==> src/rtl/addsub_serial.sv <==
// -----------------------------------------------------------------------------
// addsub_serial
//
// Digit-serial two's-complement adder/subtractor. An operation processes D bits
// per clock, least-significant digit first, so a W-bit result takes N = W/D
// clocks. Subtraction is a + ~b + 1. The inverted operand and the initial
// carry of 1 are applied when the operands are captured.
//
// Parameters
//   W    operand/result width in bits (two's complement)
//   D    digit width per clock; W must be an integer multiple of D, D >= 1
//
// Ports
//   clk    in   rising-edge clock
//   rst_n  in   asynchronous active-low reset
//   start  in   request a new operation (ignored while busy)
//   sub    in   0: a+b, 1: a-b (sampled with start)
//   a, b   in   W-bit operands (sampled with start)
//   busy   out  high while digits are being processed (state RUN)
//   done   out  one-cycle pulse: r/ovf hold a new result (state DONE)
//   r      out  result register; holds between operations
//   ovf    out  signed overflow of the last completed operation
//
// Configuration
//   ADDSUB_SERIAL_SAT_EN  when defined, an overflowing result saturates to the
//                         most positive or most negative value. ovf is still
//                         reported. Ports and timing do not change.
// -----------------------------------------------------------------------------
module addsub_serial #(
  parameter int W = 16,
  parameter int D = 4
) (
  input  logic         clk,
  input  logic         rst_n,
  input  logic         start,
  input  logic         sub,
  input  logic [W-1:0] a,
  input  logic [W-1:0] b,
  output logic         busy,
  output logic         done,
  output logic [W-1:0] r,
  output logic         ovf
);

  localparam int N  = W / D;
  localparam int CW = (N > 1) ? $clog2(N) : 1;

  typedef enum logic [1:0] {
    IDLE = 2'd0,
    RUN  = 2'd1,
    DONE = 2'd2
  } state_t;

  state_t         state;
  state_t         state_nxt;

  logic [CW-1:0]  cnt;      // index of the digit processed at the next edge
  logic           carry;    // carry into the current digit
  logic [W-1:0]   a_sh;     // operand a, shifted right one digit per clock
  logic [W-1:0]   b_sh;     // effective operand b' (b or ~b), shifted likewise
  logic [W-1:0]   s_q;      // partial sum; completed digits enter at the top

  logic           accept;
  logic           last;
  logic [D:0]     dsum;
  logic [W-1:0]   s_full;
  logic           a_msb;
  logic           b_msb;
  logic           s_msb;
  logic           ovf_raw;
  logic [W-1:0]   r_nxt;

  // A start request counts only when no operation is in flight.
  assign accept = start && (state != RUN);
  assign last   = (state == RUN) && (cnt == CW'(N - 1));

  // One digit of the sum. The carry out of the top digit is stored in carry
  // and then never used, because the MSB carry is discarded.
  assign dsum = {1'b0, a_sh[D-1:0]} + {1'b0, b_sh[D-1:0]} + {{D{1'b0}}, carry};

  // The partial sum after this edge. The new digit is placed at the top. After
  // N digits the least-significant digit has shifted down to bit 0.
  assign s_full = (s_q >> D) | (W'(dsum[D-1:0]) << (W - D));

  // On the final digit, the low bits of the shifters are the top digit of
  // each operand. So the digit MSBs are the operand MSBs.
  assign a_msb   = a_sh[D-1];
  assign b_msb   = b_sh[D-1];
  assign s_msb   = dsum[D-1];
  assign ovf_raw = (a_msb & b_msb & ~s_msb) | (~a_msb & ~b_msb & s_msb);

`ifdef ADDSUB_SERIAL_SAT_EN
  // Overflow is only possible when both effective operands have the same sign.
  // The sign of a therefore gives the direction of the overflow.
  always_comb begin
    r_nxt = s_full;
    if (ovf_raw) begin
      r_nxt = a_msb ? {1'b1, {(W-1){1'b0}}} : {1'b0, {(W-1){1'b1}}};
    end
  end
`else
  assign r_nxt = s_full;
`endif

  // ---------------------------------------------------------------------------
  // FSM: state register
  // ---------------------------------------------------------------------------
  // NOTE: sequential logic uses non-blocking assignments only. Every reader then
  // sees the pre-edge value, whatever order the always blocks run in.
  always_ff @(posedge clk or negedge rst_n) begin
    if (!rst_n) state <= IDLE;
    else        state <= state_nxt;
  end

  // ---------------------------------------------------------------------------
  // FSM: next-state logic
  // ---------------------------------------------------------------------------
  // NOTE: state_nxt gets a default before the case. Without it, a path with no
  // assignment would infer a latch.
  always_comb begin
    state_nxt = state;
    unique case (state)
      IDLE, DONE: state_nxt = start ? RUN : IDLE;
      RUN:        if (last) state_nxt = DONE;
      default:    state_nxt = IDLE;
    endcase
  end

  // ---------------------------------------------------------------------------
  // FSM: outputs
  // ---------------------------------------------------------------------------
  always_comb begin
    busy = (state == RUN);
    done = (state == DONE);
  end

  // ---------------------------------------------------------------------------
  // Control state and result registers (reset)
  // ---------------------------------------------------------------------------
  always_ff @(posedge clk or negedge rst_n) begin
    if (!rst_n) begin
      cnt   <= '0;
      carry <= 1'b0;
      r     <= '0;
      ovf   <= 1'b0;
    end else if (accept) begin
      cnt   <= '0;
      carry <= sub;
    end else if (state == RUN) begin
      cnt   <= cnt + CW'(1);
      carry <= dsum[D];
      if (last) begin
        r   <= r_nxt;
        ovf <= ovf_raw;
      end
    end
  end

  // ---------------------------------------------------------------------------
  // Operand and partial-sum shifters (no reset)
  // ---------------------------------------------------------------------------
  // NOTE: the datapath registers have no reset. They are always loaded on an
  // accepted start before anything reads them. Leaving out the reset keeps
  // them as plain flops.
  always_ff @(posedge clk) begin
    if (accept) begin
      a_sh <= a;
      b_sh <= b ^ {W{sub}};
      s_q  <= '0;
    end else if (state == RUN) begin
      a_sh <= a_sh >> D;
      b_sh <= b_sh >> D;
      s_q  <= s_full;
    end
  end

endmodule

==> config.mk <==
export PLATFORM = sky130hd
export DESIGN_NAME = addsub_serial
export DESIGN_NICKNAME = d
export VERILOG_FILES = /design/src/rtl/addsub_serial.sv
export SDC_FILE = /design/constraint.sdc
export NUM_CORES = 1
export LEC_CHECK = 0
export CAP_MARGIN = 10
export CELL_PAD_IN_SITES_DETAIL_PLACEMENT = 2
export CELL_PAD_IN_SITES_GLOBAL_PLACEMENT = 2
export CORE_ASPECT_RATIO = 1.5
export CORE_MARGIN = 2
export CORE_UTILIZATION = 34
export DETAILED_ROUTE_END_ITERATION = 10
export PLACE_DENSITY_LB_ADDON = 0.1
export SETUP_SLACK_MARGIN = 0.3
export SLEW_MARGIN = 5
export SYNTH_ARGS = -nofsm -noshare
export SYNTH_HDL_FRONTEND = slang
export SYNTH_SLANG_ARGS = --single-unit
==> constraint.sdc <==
create_clock -name clk -period 2.8 [get_ports clk]
set_clock_uncertainty 0.1 [all_clocks]
set_input_delay 0.56 -clock clk [delete_from_list [all_inputs] [get_ports clk]]
set_output_delay 0.56 -clock clk [all_outputs]
set_load 0.02 [all_outputs]
---- Word-level counts from Yosys, hierarchy flattened ----
Index checks and enable logic that the tools add are counted.
storage, ports and cells
  logic and storage cells ................. 44
  bits in registers ....................... 70
  input bits .............................. 36
  output and inout port bits .............. 19
operators by class
  bitwise gates (word level) .............. 11
  add/sub/neg operators ................... 3
  reduce and logical (&&, ||, !) cells .... 6
  eq/ne operators ......................... 5
  multiplexer cells ....................... 11
operators by type and width
  operator                                                               number
  16-bit two-way mux                                                     4
  12-bit by 16-bit bitwise OR with 16-bit output                         1
  16-bit XOR                                                             1
  2-bit two-way mux                                                      3
  4-bit by 4-bit adder with 5-bit output                                 1
  5-bit by 1-bit adder with 5-bit output                                 1
  1-bit AND                                                              4
  2-bit equality test, second input constant                             2
  2-bit by 1-bit != test with 1-bit output, second input constant        2
  1-bit inverter                                                         4
  2-bit case mux with 2 select lines                                     1
  1-bit two-way mux                                                      3
  3-bit AND reduction                                                    1
  2-bit by 1-bit adder with 2-bit output, second input constant          1
  2-bit by 1-bit equality test with 1-bit output, second input constant  1
  1-bit logical AND                                                      2
  2-bit zero test                                                        1
  2-bit nonzero test                                                     1
  2-bit OR reduction                                                     1
  1-bit bitwise OR                                                       1

---- Depth between registers and ports, before layout ----
Gate-level depths: netlist of run 1.
  depth after elaboration ................. 5
  mapped depth ............................ 6
  depth with buffers taken out ............ 6

---- Worst setup path before layout of run 1 ----
Ideal clock, no wire load.
  path kind ............................... input -> register
  start ................................... input start
  end ..................................... register a_sh[0], enable pin
  stages .................................. 3
  path buffers ............................ 1
  path slack .............................. 0.641 ns
  arrival ................................. 1.581 ns
  required time ........................... 2.222 ns
  path through ............................ inv_1 -> clkbuf_1 -> nand2_1
between the ends
  cells in the longest elaborated chain, start to end .. 2
RTL lines
  element                       RTL line  text
  from (decl)                   35        input logic start,
  1-bit logical AND             74        assign accept = start && (state != RUN);
  2-bit nonzero test (no line)  --
  to (signal assigned)          171       a_sh <= a_sh >> D;
  to (decl)                     59        logic [W-1:0] a_sh;
No other way between the ends.
A chain may end at the register's enable or synchronous reset.

---- Worst setup path in the final report of run 1 ----
  start ................................... register state[1]
  end ..................................... output busy
between the ends
  cells in the longest elaborated chain, start to end .. 1
RTL lines
  element                                         RTL line  text
  from (decl)                                     54        state_t state;
  from (signal assigned)                          112       else state <= state_nxt;
  2-bit by 1-bit equality test with 1-bit output  133       busy = (state == RUN);
  to (decl)                                       39        output logic busy,
No other way between the ends.

==> results.ini, run 1 <==
[timing]
drv_slew = 0
max_freq_mhz = 422
slew_headroom_pct = 44.6
setup_tns_ns = 0
min_period_ns = 2.37
hold_ws_ns = 0.355
final-setup-viol-count = 0
hold_viol_final = 0
min_period_over_period_pct = 84.7
rsz0062_at_grt = no
worst_pin_slew_ns = 0.829

[floorplanning]
io-pin-count = 55
row_count = 40
fp.dieW_um = 78.5
die_y_um = 116
initial_core_util_pct = 35.2
dieArea_um2 = 9090
core_um2 = 8060

[run]
drv_cap = 0

[detailed_routing]
vias_per_cell = 4.76
vias = 1917
dr.pass1.iters = 4
ant_nets = 0
drt_iter0_drc = 45
remaining_drc_errors = 0
drt_wl_total_mm = 6.10
wl_per_cell_um = 15.1

[global_routing]
grt-ovfl-total = 0
grt_first_pass_wirelength_mm = 10.3
track_usage_pct = 15.3
antenna_found_initial = 0
grt_max_degree = 41
grt_pass1_vias = 2117

[power_and_ir_drop]
ir_worst_vdd_v = 0.000695
powerDensity_nw_per_um2 = 1160
p_total_mw = 4.36
leakage_nw = 1.58

[synth]
syn-num-nets = 276
ys_ff_latch = 66
syn_area_um2 = 2830
yosys_warnings = 0
postSynthAreaPerCell_um2 = 12.2
netlist_instances = 233
yosysUniqueCellTypes = 29
ys_seq_area_share_pct = 61.8

[final_layout]
nets = 336
synthToLayoutAreaGrowth_pct = 33.2
final_cell_mix = clkdlybuf4s50_1 (54), nand2_1 (37), edfxtp_1 (32), mux2_2 (24), o21ai_0 (23)
diodes = 0
layout_commonest_cell = clkdlybuf4s50_1
final_cells = 403
drive_above_1_share_pct = 15.1

[clock_network]
hold_buffers = 0
cts_root_buffer = clkbuf_16
cts.clk_slew.worst_paths_ns = 0.05
cts_buffers = 9
cts_buffer_depth = 2
h-tree-depth = 3
clock-sinks = 66
post-cts-setup-buffers = 0
clk_latency_ns = 0.33
cts_tree = done

[place]
port_buffers = 54
gp_congestion = 0.664
placed_cells = 387
hpwl_mm = 4.23

[run_status]
status = completed

[hold_path]
whs_endpoint = s_q[6]$_SDFFE_PP0P_
holdCritStartpoint = s_q[10]$_SDFFE_PP0P_
hold_depth = 2
hp-class = reg -> reg

[setup_path]
path_class = reg -> out
reg2reg_from = state[1]$_DFFE_PN0P_
reg2reg_depth = 5
slowest_delay_ns = 0.63
crit_path_cell_trace = nand2b_1 -> clkinvlp_4 -> clkdlybuf4s50_1
cpMaxStageDelayCell = clkdlybuf4s50_1
reg2reg_to = a_sh[0]$_DFFE_PP_
worstSetupStartpointType = flop
cp.depth = 3
required_ns = 2.14
end_kind = primary output
worst-path-max-fanout = 10
crit_arrival_ns = 1.71
path_buf_inv = 2
reg2reg_slack_ns = 0.79
cp_top_family = buffers and inverters

[logic make-up (layout without fill, tap and decap cells)]
| kind of cell | after synthesis | after routing | share of synthesized area (%) |
|---|---|---|---|
| compound gates | 28 | 28 | 5.39 |
| xor+xnor | 17 | 17 | 5.26 |
| fa+ha+maj | 7 | 7 | 3.62 |
| buf+inv | 22 | 87 | 3.14 |
| flops | 66 | 66 | 61.8 |
| mux | 25 | 25 | 9.89 |
| simple gates | 68 | 68 | 10.9 |
[worst max-delay path by stage]
stage	start	endpoint	slack (ns)
2_1_floorplan	start	a_sh[0]$_DFFE_PP_	0.64
3_3_place_gp	start	a_sh[0]$_DFFE_PP_	0.50
3_5_place_dp	start	a_sh[0]$_DFFE_PP_	0.46
4_1_cts	state[0]$_DFFE_PN0P_	busy	0.33
5_1_grt	state[0]$_DFFE_PN0P_	busy	0.35
6_report	state[1]$_DFFE_PN0P_	busy	0.43
[state kept, by name (all words and copies together), names as in the netlist]
name   cells
r         16
s_q       12
state      2
carry      1
cnt        2
b_sh      16
a_sh      16
ovf        1
[layout make-up]
type | count | area [um2]
repair buffers | 61 | 593
multi-input cells | 145 | 992
inverters | 10 | 41.3
clock inverters | 4 | 17.5
flip-flops and latches | 66 | 1750
well taps | 105 | 131
clock buffers | 12 | 246
fillers | 845 | 4280
[worst min-delay path: stages (launching register included)]
cell and delay [ns]:
dfxtp_1 0.32, nand2_1 0.06, nand2_1 0.04
[synthesized netlist by cell type (all sizes together)]
library cell / count / share of area (%)
nand2: 37 / 4.9
edfxtp: 32 / 34
mux2: 24 / 9.5
o21ai: 23 / 4.1
dfrtp: 22 / 19
xnor2: 16 / 4.9
nand3: 15 / 2.7
dfxtp: 12 / 8.5
inv: 9 / 1.2
buf: 6 / 1.0
clkbuf: 6 / 0.79
nor2: 6 / 0.79
ha: 5 / 2.2
and3: 4 / 0.88
fa: 2 / 1.4
nor2b: 2 / 0.44
a21bo: 1 / 0.35
a21o: 1 / 0.27
a22oi: 1 / 0.27
a31oi: 1 / 0.22
and3b: 1 / 0.31
clkinv: 1 / 0.13
mux2i: 1 / 0.35
nand2b: 1 / 0.22
nand3b: 1 / 0.27
o22ai: 1 / 0.22
or3: 1 / 0.40
xor2: 1 / 0.31
[where the power goes]
part	internal [mW]	switching, mW	leakage (nW)
Clock	0.613	0.379	0.131
Combinational	0.733	0.861	0.729
Sequential	1.57	0.207	0.720
[per-layer routing]
layer	part of all wire, %	GRT usage, %
met3	3.4	4.75
met1	40	16.7
met2	54	26.5
met4	2.4	8.42
met5	0	0
[stage by stage]
stage	instance area (um2)	util (%)	setup WS [ns]
after floorplan	2830	-	0.641
after CTS	3770	46.8	0.326
final	3770	46.8	0.429
after global routing	3770	46.8	0.350
after detailed placement	3510	43.5	0.459
after global placement	3510	43.5	0.497
[what timing repair did]
action | 4_1_cts | 5_1_grt
setup endpoints to repair | 0 | 1
endpoints found under the hold margin | 0 | 0
resized for setup | 0 | 1
Power figures use the tool's default switching activity.
==> inputs of run 2 (changes only) <==
Settings changed: CORE_UTILIZATION 34 to 30.
Clock period 2.8 ns to 2 ns, I/O delays scaled along.
==> run 2 against run 1 <==
Effect of this change:
- via count up 2.4%
- clock power rose by 63%
- flip-flop and latch count stayed put
- final area increased by 5.2%
- routed wire length up 7.7%
- critical path depth rose by 2
- die area grew 13%
- global-route usage fell by 1.0 points
- critical endpoint is now ovf$_DFFE_PN0P_
==> results.ini, run 2 (synthesized netlist as in run 1, its figures left out) <==
[setup_path]
slowest_delay_ns = 0.44  ; was 0.63 ns
crit_path_cell_trace = ha_1 -> and3b_1 -> or3_4 -> a21bo_1 -> a31oi_1  ; was nand2b_1 -> clkinvlp_4 -> clkdlybuf4s50_1
crit_arrival_ns = 1.91  ; was 1.71 ns
end_kind = flop  ; was primary output
path_class = reg -> reg  ; was reg -> out
required_ns = 2.15  ; was 2.14 ns
worstSetupStartpointType = flop  ; unchanged
worst-path-max-fanout = 3  ; was 10
cpMaxStageDelayCell = edfxtp_1  ; was clkdlybuf4s50_1

[final_layout]
final_cells = 418  ; was 403
synthToLayoutAreaGrowth_pct = 40.2  ; was 33.2%
final_cell_mix = nand2_1 (35), clkdlybuf4s50_1 (35), edfxtp_1 (32), mux2_2 (24), dfrtp_1 (22)  ; was clkdlybuf4s50_1 (54), nand2_1 (37), edfxtp_1 (32), mux2_2 (24), o21ai_0 (23)
diodes = 0  ; unchanged
fillers = 941  ; was 845
nets = 344  ; was 336
drive_above_1_share_pct = 20.9  ; was 15.1%
reg_top3 = a_sh (16), b_sh (16), r (16)  ; unchanged
final_core_util_pct = 43.2  ; was 46.8%

[timing]
timing.final.ws_setup_ns = 0.239  ; was 0.429 ns
worst_pin_slew_ns = 0.314  ; was 0.829 ns
hold_viol_final = 0  ; unchanged
drv_slew = 0  ; unchanged
slew_headroom_pct = 79.1  ; was 44.6%
setup_tns_ns = 0  ; unchanged
final-setup-viol-count = 0  ; unchanged
min_period_ns = 1.76
rsz0062_at_grt = yes  ; was no
max_freq_mhz = 568
min_period_over_period_pct = 88.1

[clock_network]
h-tree-depth = 3  ; unchanged
hold_buffers = 0  ; unchanged
cts_root_buffer = clkbuf_16  ; unchanged
cts.clk_slew.worst_paths_ns = 0.06  ; was 0.05 ns
cts_tree = done  ; unchanged
clk_latency_ns = 0.33  ; about the same
cts_buffer_depth = 2  ; unchanged
clock-sinks = 66  ; unchanged
cts_buffers = 9  ; unchanged

[detailed_routing]
drt_wl_total_mm = 6.57  ; was 6.10 mm
drt_iter0_drc = 46  ; was 45
vias_per_cell = 4.70  ; was 4.76
dr.pass1.iters = 2  ; was 4
wl_per_cell_um = 15.7  ; was 15.1 um
vias = 1963  ; was 1917
ant_nets = 0  ; unchanged
remaining_drc_errors = 0  ; unchanged

[power_and_ir_drop]
p_total_mw = 6.54  ; was 4.36 mW
swShare_pct = 32.6  ; was 33.2%
p_comb_share_pct = 37.1  ; was 36.5%
ir_worst_vdd_v = 0.000599  ; was 0.000695 V
power_frac_clock_pct = 24.8  ; was 22.7%
internal-power_mw = 4.41  ; was 2.92 mW
power.switching_mw = 2.14  ; was 1.45 mW
powerDensity_nw_per_um2 = 1650  ; was 1160 nW/um2
power_frac_seq_pct = 38.2  ; was 40.7%
leakage_nw = 1.72  ; was 1.58 nW

[floorplanning]
dieArea_um2 = 10300  ; was 9090 um2
core_um2 = 9200  ; was 8060 um2
fp.dieW_um = 83.3  ; was 78.5 um
io-pin-count = 55  ; unchanged
initial_core_util_pct = 30.8  ; was 35.2%
row_count = 43  ; was 40
die_y_um = 123  ; was 116 um

[place]
gp_congestion = 0.687  ; was 0.664
port_buffers = 54  ; unchanged
hpwl_mm = 4.52  ; was 4.23 mm
placed_cells = 399  ; was 387
dp_slack_ns = 0.151  ; was 0.459 ns

[hold_path]
hp-class = in -> async  ; was reg -> reg

[run_status]
status = completed  ; unchanged

[global_routing]
antenna_found_initial = 0  ; unchanged
track_usage_pct = 14.3  ; was 15.3%
grt-ovfl-total = 0  ; unchanged
grt_max_degree = 28  ; was 41
grt_first_pass_wirelength_mm = 11.1  ; was 10.3 mm
grt_pass1_vias = 2199  ; was 2117

[run]
drv_cap = 0  ; unchanged

## run 2: changes by cell type in the layout (fill, tap and decap cells not counted), sizes merged
cell           delta
clkinv            -2
bufinv            +1
clkinvlp          -1
clkdlybuf4s50    -19
dlygate4sd2      +17
buf               +8
clkdlybuf4s15     +1
clkbuf            +3
## run 2: worst paths after layout
kind / startpoint / end / slack, ns / depth (start not counted)
min: rst_n / state[1]$_DFFE_PN0P_ / 0.34 / 2
max reg2reg: a_sh[1]$_DFFE_PP_ / ovf$_DFFE_PN0P_ / 0.24 / 5
min in group clk: s_q[9]$_SDFFE_PP0P_ / s_q[5]$_SDFFE_PP0P_ / 0.36 / 2
max: a_sh[1]$_DFFE_PP_ / ovf$_DFFE_PN0P_ / 0.24 / 5
max in group asynchronous: rst_n / r[10]$_DFFE_PN0P_ / 1.21 / 2
min reg2reg: s_q[9]$_SDFFE_PP0P_ / s_q[5]$_SDFFE_PP0P_ / 0.36 / 2
## run 2: metrics by stage
| stage | instance area, um2 | hold WS (ns) |
|---|---|---|
| 6_report | 3970 | 0.336 |
| 5_1_grt | 3970 | 0.363 |
| 4_1_cts | 3960 | 0.339 |
| 2_1_floorplan | 2840 | 0.00441 |
| 3_5_place_dp | 3600 | 0.356 |
| 3_3_place_gp | 3600 | 0.342 |
## run 2: worst max-delay path: cells and delay by family, from the launching register on
kind,cells,cell delay [ns]
compound gates,2,0.28
simple gates,2,0.52
fa+ha+maj,1,0.33
flops,1,0.44
## run 2: what timing repair did
action                                  in CTS  in global routing
pin swaps                                    9                  4
resized for setup                           33                  5
gates cloned                                 1                  0
endpoints found under the setup margin      52                 28
buffers inserted                             1                  1
## run 2: cell type report
type / instances / area, um2 / share of cell area (%)
Clock buffer: 14 / 274 / 6.90
Sequential cell: 66 / 1750 / 44.1
Inverter: 10 / 37.5 / 0.945
Tap cell: 112 / 140 / 3.53
Timing Repair Buffer: 69 / 697 / 17.6
Clock inverter: 2 / 35.0 / 0.882
Multi-Input combinational cell: 145 / 1030 / 26.1
## run 2: power groups by stage
stage | Clock (mW) | Combinational (mW) | Sequential, mW
final | 1.62 | 2.43 | 2.50
after global routing | 1.72 | 2.72 | 2.59
after floorplan | 0 | 1.27 | 2.61
after detailed placement | 0 | 2.40 | 2.53
after CTS | 1.67 | 2.46 | 2.52
after global placement | 0 | 2.31 | 2.49
## run 2: metal layers
layer | vias to the layer above | global-route usage [%] | part of all wire, %
met3 | 5 | 4.07 | 4.1
met2 | 48 | 26.3 | 55
met1 | 971 | 15.4 | 39
met4 | 0 | 6.15 | 1.6
li1 | 939 | - | -
met5 | - | 0 | 0
==> inputs of run 3 (changes only) <==
Settings changed: SKIP_LAST_GASP set to 1.
==> results of run 3 <==
No change in the layout: final DEF, timing and power equal those of run 2.
